==> config.mk <==
export PLATFORM = sky130hd
export DESIGN_NAME = regs_uart
export DESIGN_NICKNAME = d
export VERILOG_FILES = /design/src/rtl/uart_pkg.sv /design/src/rtl/uart_baud_gen.sv /design/src/rtl/regs_uart.sv
export SDC_FILE = /design/constraint.sdc
export NUM_CORES = 1
export LEC_CHECK = 0
export ABC_CLOCK_PERIOD_IN_PS = 3100
export BUFFER_PORTS_ARGS = -buffer_cell sky130_fd_sc_hd__buf_2
export CORE_MARGIN = 1.5
export CORE_UTILIZATION = 52
export DETAILED_ROUTE_END_ITERATION = 8
export GPL_TIMING_DRIVEN = 0
export PLACE_DENSITY = 0.8
export RECOVER_POWER = 50
export SLEW_MARGIN = 20
export SYNTH_ARGS = -nofsm -noshare
export SYNTH_HDL_FRONTEND = slang
export SYNTH_HIERARCHICAL = 1
export SYNTH_SLANG_ARGS = --single-unit
export TNS_END_PERCENT = 50
==> constraint.sdc <==
create_clock -name clk -period 3.1 [get_ports clk]
set_input_delay 0.155 -clock clk [delete_from_list [all_inputs] [get_ports clk]]
set_output_delay 0.155 -clock clk [all_outputs]
set_load 0.1 [all_outputs]
==> src/rtl/uart_pkg.sv <==
// rtl/uart_pkg.sv - shared types and register map constants for the 16550 register block
package uart_pkg;

    typedef struct packed {
        logic [7:0] dll;
        logic [7:0] dlm;
        logic [7:0] ier;
        logic [7:0] iir;
        logic [7:0] fcr;
        logic [7:0] lcr;
        logic [7:0] mcr;
        logic [7:0] lsr;
        logic [7:0] msr;
        logic [7:0] scr;
    } csr_t;

    localparam logic [2:0] ADDR_THR_DLL = 3'd0;
    localparam logic [2:0] ADDR_IER_DLM = 3'd1;
    localparam logic [2:0] ADDR_FCR_IIR = 3'd2;
    localparam logic [2:0] ADDR_LCR     = 3'd3;
    localparam logic [2:0] ADDR_MCR     = 3'd4;
    localparam logic [2:0] ADDR_LSR     = 3'd5;
    localparam logic [2:0] ADDR_MSR     = 3'd6;
    localparam logic [2:0] ADDR_SCR     = 3'd7;

    localparam logic [7:0] IIR_NONE = 8'h01;
    localparam logic [7:0] IIR_THRE = 8'h02;
    localparam logic [7:0] IIR_RDA  = 8'h04;
    localparam logic [7:0] IIR_RLS  = 8'h06;

    // FCR keeps enable, DMA mode and trigger level; the reset bits self-clear
    localparam logic [7:0] FCR_STORE_MASK = 8'hC9;

    function automatic logic [3:0] rx_threshold(input logic [1:0] trig);
        case (trig)
            2'b00:   return 4'd1;
            2'b01:   return 4'd4;
            2'b10:   return 4'd8;
            default: return 4'd14;
        endcase
    endfunction

endpackage

==> src/rtl/uart_baud_gen.sv <==
// rtl/uart_baud_gen.sv - divisor-driven baud tick generator shared by TX and RX
module uart_baud_gen (
    input  logic        clk,
    input  logic        rst,
    input  logic [15:0] divisor,
    input  logic        reload,
    output logic        tick
);

    logic [15:0] count;

    // Reload parks the counter at zero so the first tick lands right after a divisor write
    always_ff @(posedge clk or negedge rst) begin
        if (!rst) begin
            count <= '0;
        end else if (divisor == 16'd0 || reload) begin
            count <= '0;
        end else if (count == 16'd0) begin
            count <= divisor - 16'd1;
        end else begin
            count <= count - 16'd1;
        end
    end

    assign tick = (divisor != 16'd0) && (count == 16'd0);

endmodule

==> src/rtl/regs_uart.sv <==
// rtl/regs_uart.sv - 16550 register file, FIFO strobes, read mux and baud generator
module regs_uart
    import uart_pkg::*;
(
    input  logic       clk,
    input  logic       rst,
    input  logic       wr_i,
    input  logic       rd_i,
    input  logic       rx_fifo_empty_i,
    input  logic       rx_oe,
    input  logic       rx_pe,
    input  logic       rx_fe,
    input  logic       rx_bi,
    input  logic [2:0] addr_i,
    input  logic [7:0] din_i,
    output logic       tx_push_o,
    output logic       rx_pop_o,
    output logic       baud_out,
    output logic       tx_rst,
    output logic       rx_rst,
    output logic [3:0] rx_fifo_threshold,
    output logic [7:0] dout_o,
    output csr_t       csr,
    input  logic [7:0] rx_fifo_in
);

    logic [7:0] dll, dlm, ier, fcr, lcr, mcr, scr;
    logic [7:0] lsr, iir;
    logic [3:0] err;
    logic       dlab, lsr_rd, div_reload;

    assign dlab       = lcr[7];
    assign lsr_rd     = rst & rd_i & ~wr_i & (addr_i == ADDR_LSR);
    assign tx_push_o  = rst & wr_i & (addr_i == ADDR_THR_DLL) & ~dlab;
    assign rx_pop_o   = rst & rd_i & ~wr_i & (addr_i == ADDR_THR_DLL) & ~dlab & ~rx_fifo_empty_i;
    assign div_reload = wr_i & dlab & ((addr_i == ADDR_THR_DLL) | (addr_i == ADDR_IER_DLM));

    always_ff @(posedge clk or negedge rst) begin
        if (!rst) begin
            dll    <= '0;
            dlm    <= '0;
            ier    <= '0;
            fcr    <= '0;
            lcr    <= '0;
            mcr    <= '0;
            scr    <= '0;
            err    <= '0;
            tx_rst <= 1'b0;
            rx_rst <= 1'b0;
        end else begin
            tx_rst <= 1'b0;
            rx_rst <= 1'b0;
            // err holds {BI, FE, PE, OE}; a new pulse outranks the read clear
            err <= (lsr_rd ? 4'b0000 : err) | {rx_bi, rx_fe, rx_pe, rx_oe};
            if (wr_i) begin
                case (addr_i)
                    ADDR_THR_DLL: if (dlab) dll <= din_i;
                    ADDR_IER_DLM: begin
                        if (dlab) dlm <= din_i;
                        else      ier <= {4'b0000, din_i[3:0]};
                    end
                    ADDR_FCR_IIR: begin
                        fcr    <= din_i & FCR_STORE_MASK;
                        rx_rst <= din_i[1];
                        tx_rst <= din_i[2];
                    end
                    ADDR_LCR: lcr <= din_i;
                    ADDR_MCR: mcr <= {3'b000, din_i[4:0]};
                    ADDR_SCR: scr <= din_i;
                    default: ;
                endcase
            end
        end
    end

    // Bit 0 is gated by reset so the exported LSR shows its reset value while held
    assign lsr = {|err, 2'b11, err, rst & ~rx_fifo_empty_i};

    always_comb begin
        iir = IIR_NONE;
        if (ier[2] && err != 4'b0000)     iir = IIR_RLS;
        else if (ier[0] && lsr[0])        iir = IIR_RDA;
        else if (ier[1])                  iir = IIR_THRE;
        if (fcr[0]) iir[7:6] = 2'b11;
    end

    always_comb begin
        dout_o = 8'h00;
        if (rst) begin
            case (addr_i)
                ADDR_THR_DLL: dout_o = dlab ? dll : rx_fifo_in;
                ADDR_IER_DLM: dout_o = dlab ? dlm : ier;
                ADDR_FCR_IIR: dout_o = iir;
                ADDR_LCR:     dout_o = lcr;
                ADDR_MCR:     dout_o = mcr;
                ADDR_LSR:     dout_o = lsr;
                ADDR_MSR:     dout_o = 8'h00;
                default:      dout_o = scr;
            endcase
        end
    end

    assign rx_fifo_threshold = rx_threshold(fcr[7:6]);

    assign csr = '{dll: dll, dlm: dlm, ier: ier, iir: iir, fcr: fcr,
                   lcr: lcr, mcr: mcr, lsr: lsr, msr: 8'h00, scr: scr};

    uart_baud_gen u_baud (
        .clk     (clk),
        .rst     (rst),
        .divisor ({dlm, dll}),
        .reload  (div_reload),
        .tick    (baud_out)
    );

endmodule

# Yosys cells after proc, flatten, opt, wreduce, memory -nomap -nowiden
# Index checks and enable logic that the tools add are counted.
# word_totals
register_bits	67
inputBits	28
output_inout_bits	97
word_cells	73
# op_classes
n_addsub	2
eq_ne	9
mux	16
bitwise_logic	17
n_reduce_logical	18
# op_table
cell	count
$pmux 8 s7	1
$logic_not 16->1	2
$mux 16	2
$sub 16x1->16 const B	2
$mux 8	3
$reduce_bool 16->1	1
$and 1x1->1	12
$eq 3x3->1 const B	4
$pmux 4 s3	1
$reduce_and 3->1	3
$reduce_and 2->1	4
$eq 3x2->1 const B	2
$mux 3	2
$mux 1	4
$mux 2	2
$mux 4	1
$or 4x4->4	1
$reduce_bool 4->1	1
$reduce_or 4->1	1
$eq 3x1->1 const B	1
$logic_and 1x1->1	3
$logic_not 3->1	1
$not 1->1	3
$eq 2x1->1 const B	1
4 further kinds	4

# Logic depth before layout (Yosys ltp)
# Gate-level depths: netlist (run 1).
# logic_depth
depth_word	7
mapped_depth	11

# Hierarchy
# The synthesis (run 1) kept the hierarchy.
# by_module_without_submodules
module	n_inst	cells_each	area_per_inst_um2
regs_uart	1	253	2836.5
uart_baud_gen	1	141	1232.4

# Worst setup path before layout (run 1)
# No wires, ideal clock.
# synth_path
path_kind	register to output
startpoint	register dlm[3]
endpoint	output baud_out
t_arrival_ns	4.393
path_slack_ns	-1.448
path_stages_with_launch	5
n_path_buf	0
cell_sequence	dfrtp_1 nor4_1 nor2b_1 and3_1 nor4_1
# synth_via
elab_chain_len	2
# synth_rtl
item	line_no	text
start, declared	regs_uart.sv:27	logic [7:0] dll, dlm, ier, fcr, lcr, mcr, scr;
start signal, assigned	regs_uart.sv:59	if (dlab) dlm <= din_i;
$reduce_bool 16->1	uart_baud_gen.sv:25	assign tick = (divisor != 16'd0) && (count == 16'd0);
$logic_and 1x1->1	uart_baud_gen.sv:25	
end, declared	regs_uart.sv:18	output logic baud_out,
# Every way passes these cells.

# Worst setup path after layout (run 1)
# layout_path
startpoint	input rst
endpoint	output dout_o[2]
# layout_via
elab_chain_len	6
# layout_rtl
item	line_no	text
start, declared	regs_uart.sv:6	input logic rst,
$and 1x1->1	regs_uart.sv:77	assign lsr = {|err, 2'b11, err, rst & ~rx_fifo_empty_i};
$logic_and 1x1->1	regs_uart.sv:82	else if (ier[0] && lsr[0]) iir = IIR_RDA;
$mux 3	regs_uart.sv:82	
$mux 3	regs_uart.sv:81	if (ier[2] && err != 4'b0000) iir = IIR_RLS;
$pmux 8 s7	regs_uart.sv:90	case (addr_i)
$mux 8 *	regs_uart.sv:89	if (rst) begin
end, declared	regs_uart.sv:22	output logic [7:0] dout_o,
# Every way passes the cells marked *; elsewhere a longest branch is shown, timed or not.

==> results.txt, run 1 <==
Along the worst path, the maximum fanout reaches 58. The final layout contains 559 nets. Leaving out filler cells and counting taps, the final layout contains 637. The finished cells cover 5106 sq um. The signal on the critical path passes through dlygate4sd3_1 -> buf_4 -> buf_16 -> clkbuf_1 -> nand3b_1 -> nand2_1 -> nand3_1 -> a31oi_4 -> clkbuf_4.

Number of maximum-capacitance violations: 0. At the worst endpoint, the required time is 2940 ps. The largest stage delay on the critical path came out at 530 ps. Setup repair after global routing left no endpoint under its margin. Counting flops with a built-in enable in the synthesized netlist gives 0. The share of total power dissipated in combinational logic is 56.9%.

Summed over all nets, the half-perimeter wirelength after detailed placement is 8562 um. For the floorplan row count, the log shows 32. The cell sitting at the root of the clock tree is a sky130_fd_sc_hd__clkbuf_8.

In this run, the number of DRC markers left after iteration 0 of detailed routing was 244. Including well taps, the total number of placed cells is 616. The maximum root-to-sink buffer count is 2, and the die height is 91.46 um. The post-synthesis async set-or-reset flop share was 100.0%. Grouping stages by cell kind, the critical path spends the most delay in buffers and inverters. The count of final setup violators came out at 0. For the post-route core utilization, the log shows 66.77%.

Clock tree synthesis inserted a total of 9 buffers. The repair_antennas step left the layout with diodes totalling 0. The tools report the via count of the first global-routing pass as 3773.

Total power for the finished layout comes to 5.358 mW. STA puts the critical path data arrival time at 2760 ps. Share of post-route cells with drive strength above 1: 40.37%. The number of levels the H-tree was split into is 3. The worst clock skew is 12.95 ps.

STA classifies the critical path startpoint as a primary input. For this design the static power due to leakage is 2.355 nW. Switching share of power: 56.80%. sky130_fd_sc_hd__dfrtp_1 takes more of the synthesized area than any other cell.

Internal power comes to 2.315 mW. After detailed routing, the number of remaining DRC violations is 0. For the count of fill cells added during filler insertion, the log shows 620. The slew at the pin with the worst max-slew slack works out to 1166 ps. In the routed layout, each cell is associated on average with a via count of 5.892. 125 I/O pins were placed. For this run the aggregate overflow at the end of global routing stands at 0. The critical path buffer and inverter count is 5, and the number of antenna violations at the first check in global routing is 0.

The synthesized netlist contains 62 unique library cells. The final hold violation count was 0. The critical setup path kind was primary input to primary output. The logs give 0 for the number of pins exceeding their max-slew limit in the final report and 4069 sq um for the combined area of all synthesized cells. The floorplan step defined a die boundary enclosing 8364 sq um. Once the clock tree was built, the setup fixing pass inserted 0 buffers.

Routability-driven placement finished with a final weighted congestion of 0.9087. The clock insertion delay at the later pin of the skew report is 350 ps. The run gives 29.63% as the overall track demand over capacity in global routing.

Primary flip-flop cell chosen by synthesis mapping: sky130_fd_sc_hd__dfrtp_1. In the post-synthesis netlist, the biggest area contributors are sky130_fd_sc_hd__dfrtp_1, sky130_fd_sc_hd__mux2_2, sky130_fd_sc_hd__buf_4. The minimum setup slack after placement is 340.7 ps, and the cell area reported after detailed placement is 4848 sq um. The relative slew slack is 22.59%, and the final critical-path share of the clock period is 94.02%.

The routed design could run at a clock period as short as 2915 ps. The flow ran to the end, and the final reports show no timing, DRC or antenna violations. Counting every instance in the synthesized netlist gives 394.

Sequential cells burn 27.1% of the power. Count of antenna-violating nets left after detailed routing: 0. After clock tree synthesis, the clock-pin slew on the worst setup and hold paths is 80 ps. The logs give 3753 for the total number of vias and 67 for the count of clock tree sinks. Dividing total power by cell area gives a power density of 1049 nW/um^2. Top cell type's share of synthesized area: 41.21%. The largest voltage drop on the vdd net came out at 0.0006681 V. The first global-routing pass estimated 19310 um of wire. STA classifies the critical path endpoint as a primary output. Worst-path cell with the longest stage delay: sky130_fd_sc_hd__dlygate4sd3_1.

TritonCTS built the clock tree. For this configuration, the core starts out at a cell density of 53.21%. The tools report the worst-case setup margin in the final layout as 185.4 ps.

Width of the chip: 91.46 um. Type of the most critical hold path: primary input to flip-flop. Dividing the detail-routed wire length by the instance count gives 18.78 um.

For this design the total switching power over the nets is 3.043 mW. Core region area: 7647 sq um. Share of power burned in the clock network: 16.0%. The tools report the upper clock frequency limit as 343.1 MHz. The total of flip-flops plus latches after synthesis came out at 67. Sequential elements use 41.21% of the synthesized area.

The port buffer count is 97. Entering global routing, the biggest net connects 59 pins. The number of optimization iterations in the first detailed-route pass is 4. The area added between synthesis and finish works out to 25.49%. The detailed-route wire length was 11960 um. The average instance in the mapped netlist occupies 10.33 sq um. The run gives 6 as the total number of yosys warnings.
-- power groups by stage --
stage	Sequential (mW)	Combinational [mW]	Clock [mW]
after floorplan	2.49	1.43	0
after global routing	1.48	3.19	0.903
after global placement	1.44	2.99	0
after detailed placement	1.46	3.03	0
final	1.45	3.05	0.858
after CTS	1.44	3.04	0.866
-- synthesized netlist by cell type (2+ instances only) --
library cell / number
sky130_fd_sc_hd__a311oi_1: 2
sky130_fd_sc_hd__nor3_1: 13
sky130_fd_sc_hd__o31ai_1: 3
sky130_fd_sc_hd__clkbuf_1: 6
sky130_fd_sc_hd__nand3b_1: 2
sky130_fd_sc_hd__nand2_1: 15
sky130_fd_sc_hd__a21oi_1: 6
sky130_fd_sc_hd__dfrtp_1: 67
sky130_fd_sc_hd__buf_4: 30
sky130_fd_sc_hd__inv_1: 3
sky130_fd_sc_hd__mux2_2: 51
sky130_fd_sc_hd__nand3_2: 3
sky130_fd_sc_hd__nand3_1: 9
sky130_fd_sc_hd__and3_1: 8
sky130_fd_sc_hd__o21a_1: 2
sky130_fd_sc_hd__nand2b_1: 3
sky130_fd_sc_hd__nor2_8: 2
sky130_fd_sc_hd__nand4_1: 3
sky130_fd_sc_hd__or3_1: 4
sky130_fd_sc_hd__a221oi_1: 3
sky130_fd_sc_hd__a21o_1: 11
sky130_fd_sc_hd__mux2i_1: 6
sky130_fd_sc_hd__a22oi_1: 3
sky130_fd_sc_hd__nor2b_1: 7
sky130_fd_sc_hd__nor2_1: 26
sky130_fd_sc_hd__nor4_2: 2
sky130_fd_sc_hd__a31oi_1: 18
sky130_fd_sc_hd__conb_1: 2
sky130_fd_sc_hd__or4_1: 5
sky130_fd_sc_hd__o21ai_0: 17
sky130_fd_sc_hd__a211oi_1: 3
sky130_fd_sc_hd__o31a_1: 4
sky130_fd_sc_hd__o211ai_1: 4
sky130_fd_sc_hd__and2_1: 5
sky130_fd_sc_hd__buf_6: 2
sky130_fd_sc_hd__buf_2: 10
sky130_fd_sc_hd__nor4_1: 9
-- what timing repair did --
item                                   in CTS  in global routing
gates resized for setup                     0                  1
setup endpoints to repair                   0                  1
hold buffers                                5                  0
endpoints found under the hold margin      71                  0
-- area by class of cell --
type	instances	area [sq um]	share of cell area, %
multi-input combinational	296	2167	42.44
clock buffer	11	151.4	2.965
tap	102	127.6	2.499
clock inverter	5	83.83	1.642
sequential	67	1677	32.84
timing repair buffer	103	555.5	10.88
buffer	50	332.8	6.518
inverter	3	11.26	0.2205
-- kinds of logic (layout without fill, tap and decap cells) --
family	after synthesis	in the layout	share of synthesized area, %
compound gates	90	90	15.93
simple gates	121	121	17.16
other cells	2	24	0.1846
flops	67	67	41.21
mux	58	58	16.14
xor+xnor	2	2	0.4306
fa+ha+maj	1	1	0.3075
buf+inv	53	172	8.641
-- sequential cells by signal, summed over array words and instances (netlist names) --
register,flops
dlm,8
lcr,8
ier,4
err,4
tx_rst,1
fcr,4
rx_rst,1
mcr,5
scr,8
u_baud/count,16
dll,8
-- path summary, 6_finish.rpt --
| path | to | from | slack (ps) | depth (start not counted) |
|---|---|---|---|---|
| setup / recovery | dout_o[2] | rst | 190 | 9 |
| hold / removal | scr[5] | din_i[5] | 110 | 2 |
| setup reg to reg | u_baud/count[14] | u_baud/count[13] | 310 | 11 |
| hold reg to reg | fcr[3] | fcr[3] | 520 | 1 |
| max in group asynchronous | dll[2] | rst | 2370 | 3 |
| min in group asynchronous | u_baud/count[4] | rst | 200 | 2 |
-- through the flow --
step | hold WS, ps | TNS, ps
floorplan | -140.6 | -2001
global placement | 334.5 | 0
detailed placement | 24.49 | 0
CTS | 95.67 | 0
global route | 105.8 | 0
finish | 109.8 | 0
-- placed cells by master (no fill, tap or decap), types with 6 or more instances in the layout --
| cell type | count |
|---|---|
| sky130_fd_sc_hd__a31oi_1 | 17 |
| sky130_fd_sc_hd__nor4_1 | 8 |
| sky130_fd_sc_hd__clkbuf_1 | 20 |
| sky130_fd_sc_hd__o21ai_0 | 17 |
| sky130_fd_sc_hd__nor2_1 | 26 |
| sky130_fd_sc_hd__nor2b_1 | 7 |
| sky130_fd_sc_hd__mux2i_1 | 6 |
| sky130_fd_sc_hd__mux2_2 | 51 |
| sky130_fd_sc_hd__a21o_1 | 11 |
| sky130_fd_sc_hd__nor3_1 | 12 |
| sky130_fd_sc_hd__clkbuf_8 | 11 |
| sky130_fd_sc_hd__conb_1 | 24 |
| sky130_fd_sc_hd__buf_4 | 30 |
| sky130_fd_sc_hd__nand2_1 | 15 |
| sky130_fd_sc_hd__a21oi_1 | 6 |
| sky130_fd_sc_hd__dfrtp_1 | 67 |
| sky130_fd_sc_hd__and3_1 | 8 |
| sky130_fd_sc_hd__nand3_1 | 11 |
| sky130_fd_sc_hd__buf_2 | 92 |
-- metal layers --
| layer | global-route usage [%] | vias up | routed length, um |
|---|---|---|---|
| met5 | 0 | - | 0 |
| li1 | - | 1703 | - |
| met1 | 37.96 | 1818 | 4889 |
| met4 | 11.85 | 0 | 249 |
| met3 | 6.449 | 22 | 961 |
| met2 | 48.57 | 210 | 5861 |
No activity file was read; power rests on OpenSTA's default activity.
==> inputs of run 2 (changes only) <==
Settings changed: REMOVE_ABC_BUFFERS set to 1.
==> results.txt, run 2 (synthesis results as in run 1) <==
The number of maximum-capacitance violations was 0 (unchanged); the slew at the pin with the worst max-slew slack was 1189 ps (+22.75 ps). For the number of DRC violations after detailed-routing iteration 0, the log shows 308 (+26%). The post-route core utilization was 61.17% (-5.6 points); the largest stage delay on the critical path was 840 ps (+310 ps). The floorplan row count came out at 32 (unchanged).

The final cell area excluding filler cells is 4678 sq um (-8.4%), and the vias per cell is 6.093 (+3.4%). The number of pins exceeding their max-slew limit in the final report came out at 0 (unchanged). The final critical-path share of the clock period works out to 91.74% (-2.3 points). The run gives 5 (+1) as the number of optimization iterations in the first detailed-route pass.

u_baud/count holds more flip-flops than any other register. For the core region area, the log shows 7647 sq um (unchanged). The logs give 0 (unchanged) for the number of remaining DRC errors and 0.9237 (+1.7%) for the final weighted congestion in routability-driven placement.

The tree is rooted in a sky130_fd_sc_hd__clkbuf_8. The logs give 8364 sq um (unchanged) for the area enclosed by the die boundary and 28.9% (+1.8 points) for the share of total power in sequential cells. The logs give 66 (+12%) for the largest net degree at the start of global routing and 256.1 ps (+70.79 ps) for the worst-case setup margin in the final layout.

Static leakage: 2.091 nW (-11%). The count of final setup violators is 0 (unchanged), and the initial standard-cell utilization of the core is 53.21% (unchanged). The cell area power density came out at 1083 nW/um^2 (+3.2%).

The clock transition at the registers of the reported paths was 70 ps (about the same); the part of the total power dissipated in combinational logic was 56.9% (about the same). The count of pins on the block boundary is 125 (unchanged). The required time reported for the critical path endpoint is 2940 ps (about the same), and the switching power is 2.978 mW (-2.1%). For the number of nets in the finished design, the log shows 512 (-8.4%). The count of clock tree sinks is 67 (unchanged).

The slowest stage of the critical path belongs to the cell sky130_fd_sc_hd__dfrtp_1. For the minimum setup slack after placement, the log shows 339.7 ps (-0.9860 ps). The total internal power came out at 2.089 mW (-9.7%). The wire length per cell after detailed routing was 18.55 um (-1.2%). Detailed-placement wirelength estimate: 7700 um (-10%).

The upper clock frequency limit was 351.6 MHz (+2.5%); the total number of vias was 3595 (-4.2%). The via count of the first global-routing pass was 3353 (-11%). The share of post-route cells with drive strength above 1 works out to 33.61% (-6.8 points).

The run gives 0 (unchanged) as the post-cts repair resize count. The path class of the tightest hold or removal check is primary input to flip-flop. Worst clock skew: 9.568 ps (-3.380 ps).

The cell area reported after detailed placement was 4469 sq um (-7.8%); the maximum fanout count along the critical path was 19 (-67%). Maximum root-to-sink buffer count: 2 (unchanged). The final hold violation count was 0 (unchanged). The overflow left after global routing is 0 (unchanged).

The tools report the number of antenna violations at the first check in global routing as 0 (unchanged). The worst setup path is captured at a primary output. The number of flip-flops in the largest register came out at 16 (unchanged). TritonCTS built the clock tree. The port buffer count was 100 (+3.1%).

Total setup buffers inserted after CTS: 0 (unchanged). The number of levels the H-tree was split into was 3 (unchanged). The critical path goes through mux4_2 -> nor2b_1 -> a311oi_1 -> a311oi_1 -> buf_2. Among the stages of the critical path, the cell type that occurs most often is sky130_fd_sc_hd__a311oi_1. The area growth from synthesis to layout is 14.98%.

The run gives 26.29% (-3.3 points) as the overall track demand over capacity in global routing. Element type at the critical path start: a flip-flop. The run gives 0 (unchanged) as the number of inserted diodes. Leaving out fill and tap cells, the most frequent cells in the layout are sky130_fd_sc_hd__buf_2, sky130_fd_sc_hd__dfrtp_1, sky130_fd_sc_hd__mux2_2, sky130_fd_sc_hd__nor2_1, sky130_fd_sc_hd__conb_1. Critical setup path kind: flip-flop to primary output.

The wire length of the first global-routing pass is 17130 um (-11%). For the detailed-route wire length, the log shows 10950 um (-8.5%). Setup repair after global routing left no endpoint under its margin. The power consumption is 5.067 mW (-5.4%), and the final critical delay including setup and external delays is 2844 ps (-70.79 ps). The width of the chip was 91.46 um (unchanged); the largest voltage drop on the vdd net was 0.0006738 V (+0.85%). The count of fill cells added during filler insertion is 665 (+7.3%). The most common library cell in the layout ignoring fill and taps is sky130_fd_sc_hd__buf_2.

The run gives 14.2% (-1.8 points) as the share of power burned in the clock network. The tools report the count of antenna-violating nets left after detailed routing as 0 (unchanged). The tools report the relative slew slack as 21.08% (-1.5 points). The data arrival time at the worst-slack endpoint is 2690 ps (-70 ps). The setup TNS is 0 ps (unchanged). The switching share of power was 58.77% (+2.0 points). The run gives 9 (unchanged) as the total clock buffers created by CTS.

The run finished with clean final reports. The clock insertion delay at the later pin of the skew report was 350 ps (about the same). The die height works out to 91.46 um (unchanged).
-- run 2: area by class of cell --
type,instances,area (sq um),share of cell area [%]
repair buffers,106,556.8,11.90
inverters,3,11.26,0.2407
clock buffers,9,123.9,2.648
well taps,102,127.6,2.728
flip-flops and latches,67,1677,35.84
multi-input cells,296,2113,45.17
clock inverters,7,68.82,1.471
-- run 2: timing repair --
| item | in CTS | in global routing |
|---|---|---|
| setup endpoints to repair | 0 | 0 |
| endpoints found under the hold margin | 71 | 0 |
| hold buffers | 5 | 0 |
-- run 2: final timing paths --
kind	startpoint	to	slack, ps	depth (start not counted)
setup / recovery	lcr[7]	dout_o[3]	260	5
hold / removal	din_i[5]	lcr[5]	100	2
setup reg to reg	u_baud/count[11]	u_baud/count[6]	290	9
hold reg to reg	fcr[3]	fcr[3]	520	1
max in group asynchronous	rst	lcr[7]	2340	3
min in group asynchronous	rst	u_baud/count[3]	210	2
-- run 2: per-layer routing --
layer  GRT usage, %  vias to the layer above  routed length [um]
li1               -                     1615                   -
met1          34.45                     1722                4472
met2          41.98                      235                5361
met3          5.528                       23                 851
met4          11.33                        0                 260
met5              0                        -                   0
-- run 2: through the flow --
stage | cells | hold slack, ps
floorplan | 366 | -140.6
global placement | 568 | 333.3
detailed placement | 569 | 39.12
CTS | 590 | 96.31
global route | 590 | 96.64
finish | 590 | 103.9
-- run 2: power groups by stage --
| stage | clock network (mW) | logic, mW | registers, mW |
|---|---|---|---|
| 6_report | 0.721 | 2.88 | 1.46 |
| 5_1_grt | 0.763 | 3.01 | 1.50 |
| 4_1_cts | 0.728 | 2.89 | 1.45 |
| 3_5_place_dp | 0 | 2.88 | 1.47 |
| 3_3_place_gp | 0 | 2.84 | 1.45 |
| 2_1_floorplan | 0 | 1.21 | 2.59 |
-- run 2: worst max-delay path: cells and delay by family (launching register included) --
kind	cells	cell delay, ps
AOI/OAI and AO/OA	2	400
DFF	1	840
and+or+nand+nor	1	150
buffers and inverters	1	320
muxes	1	620
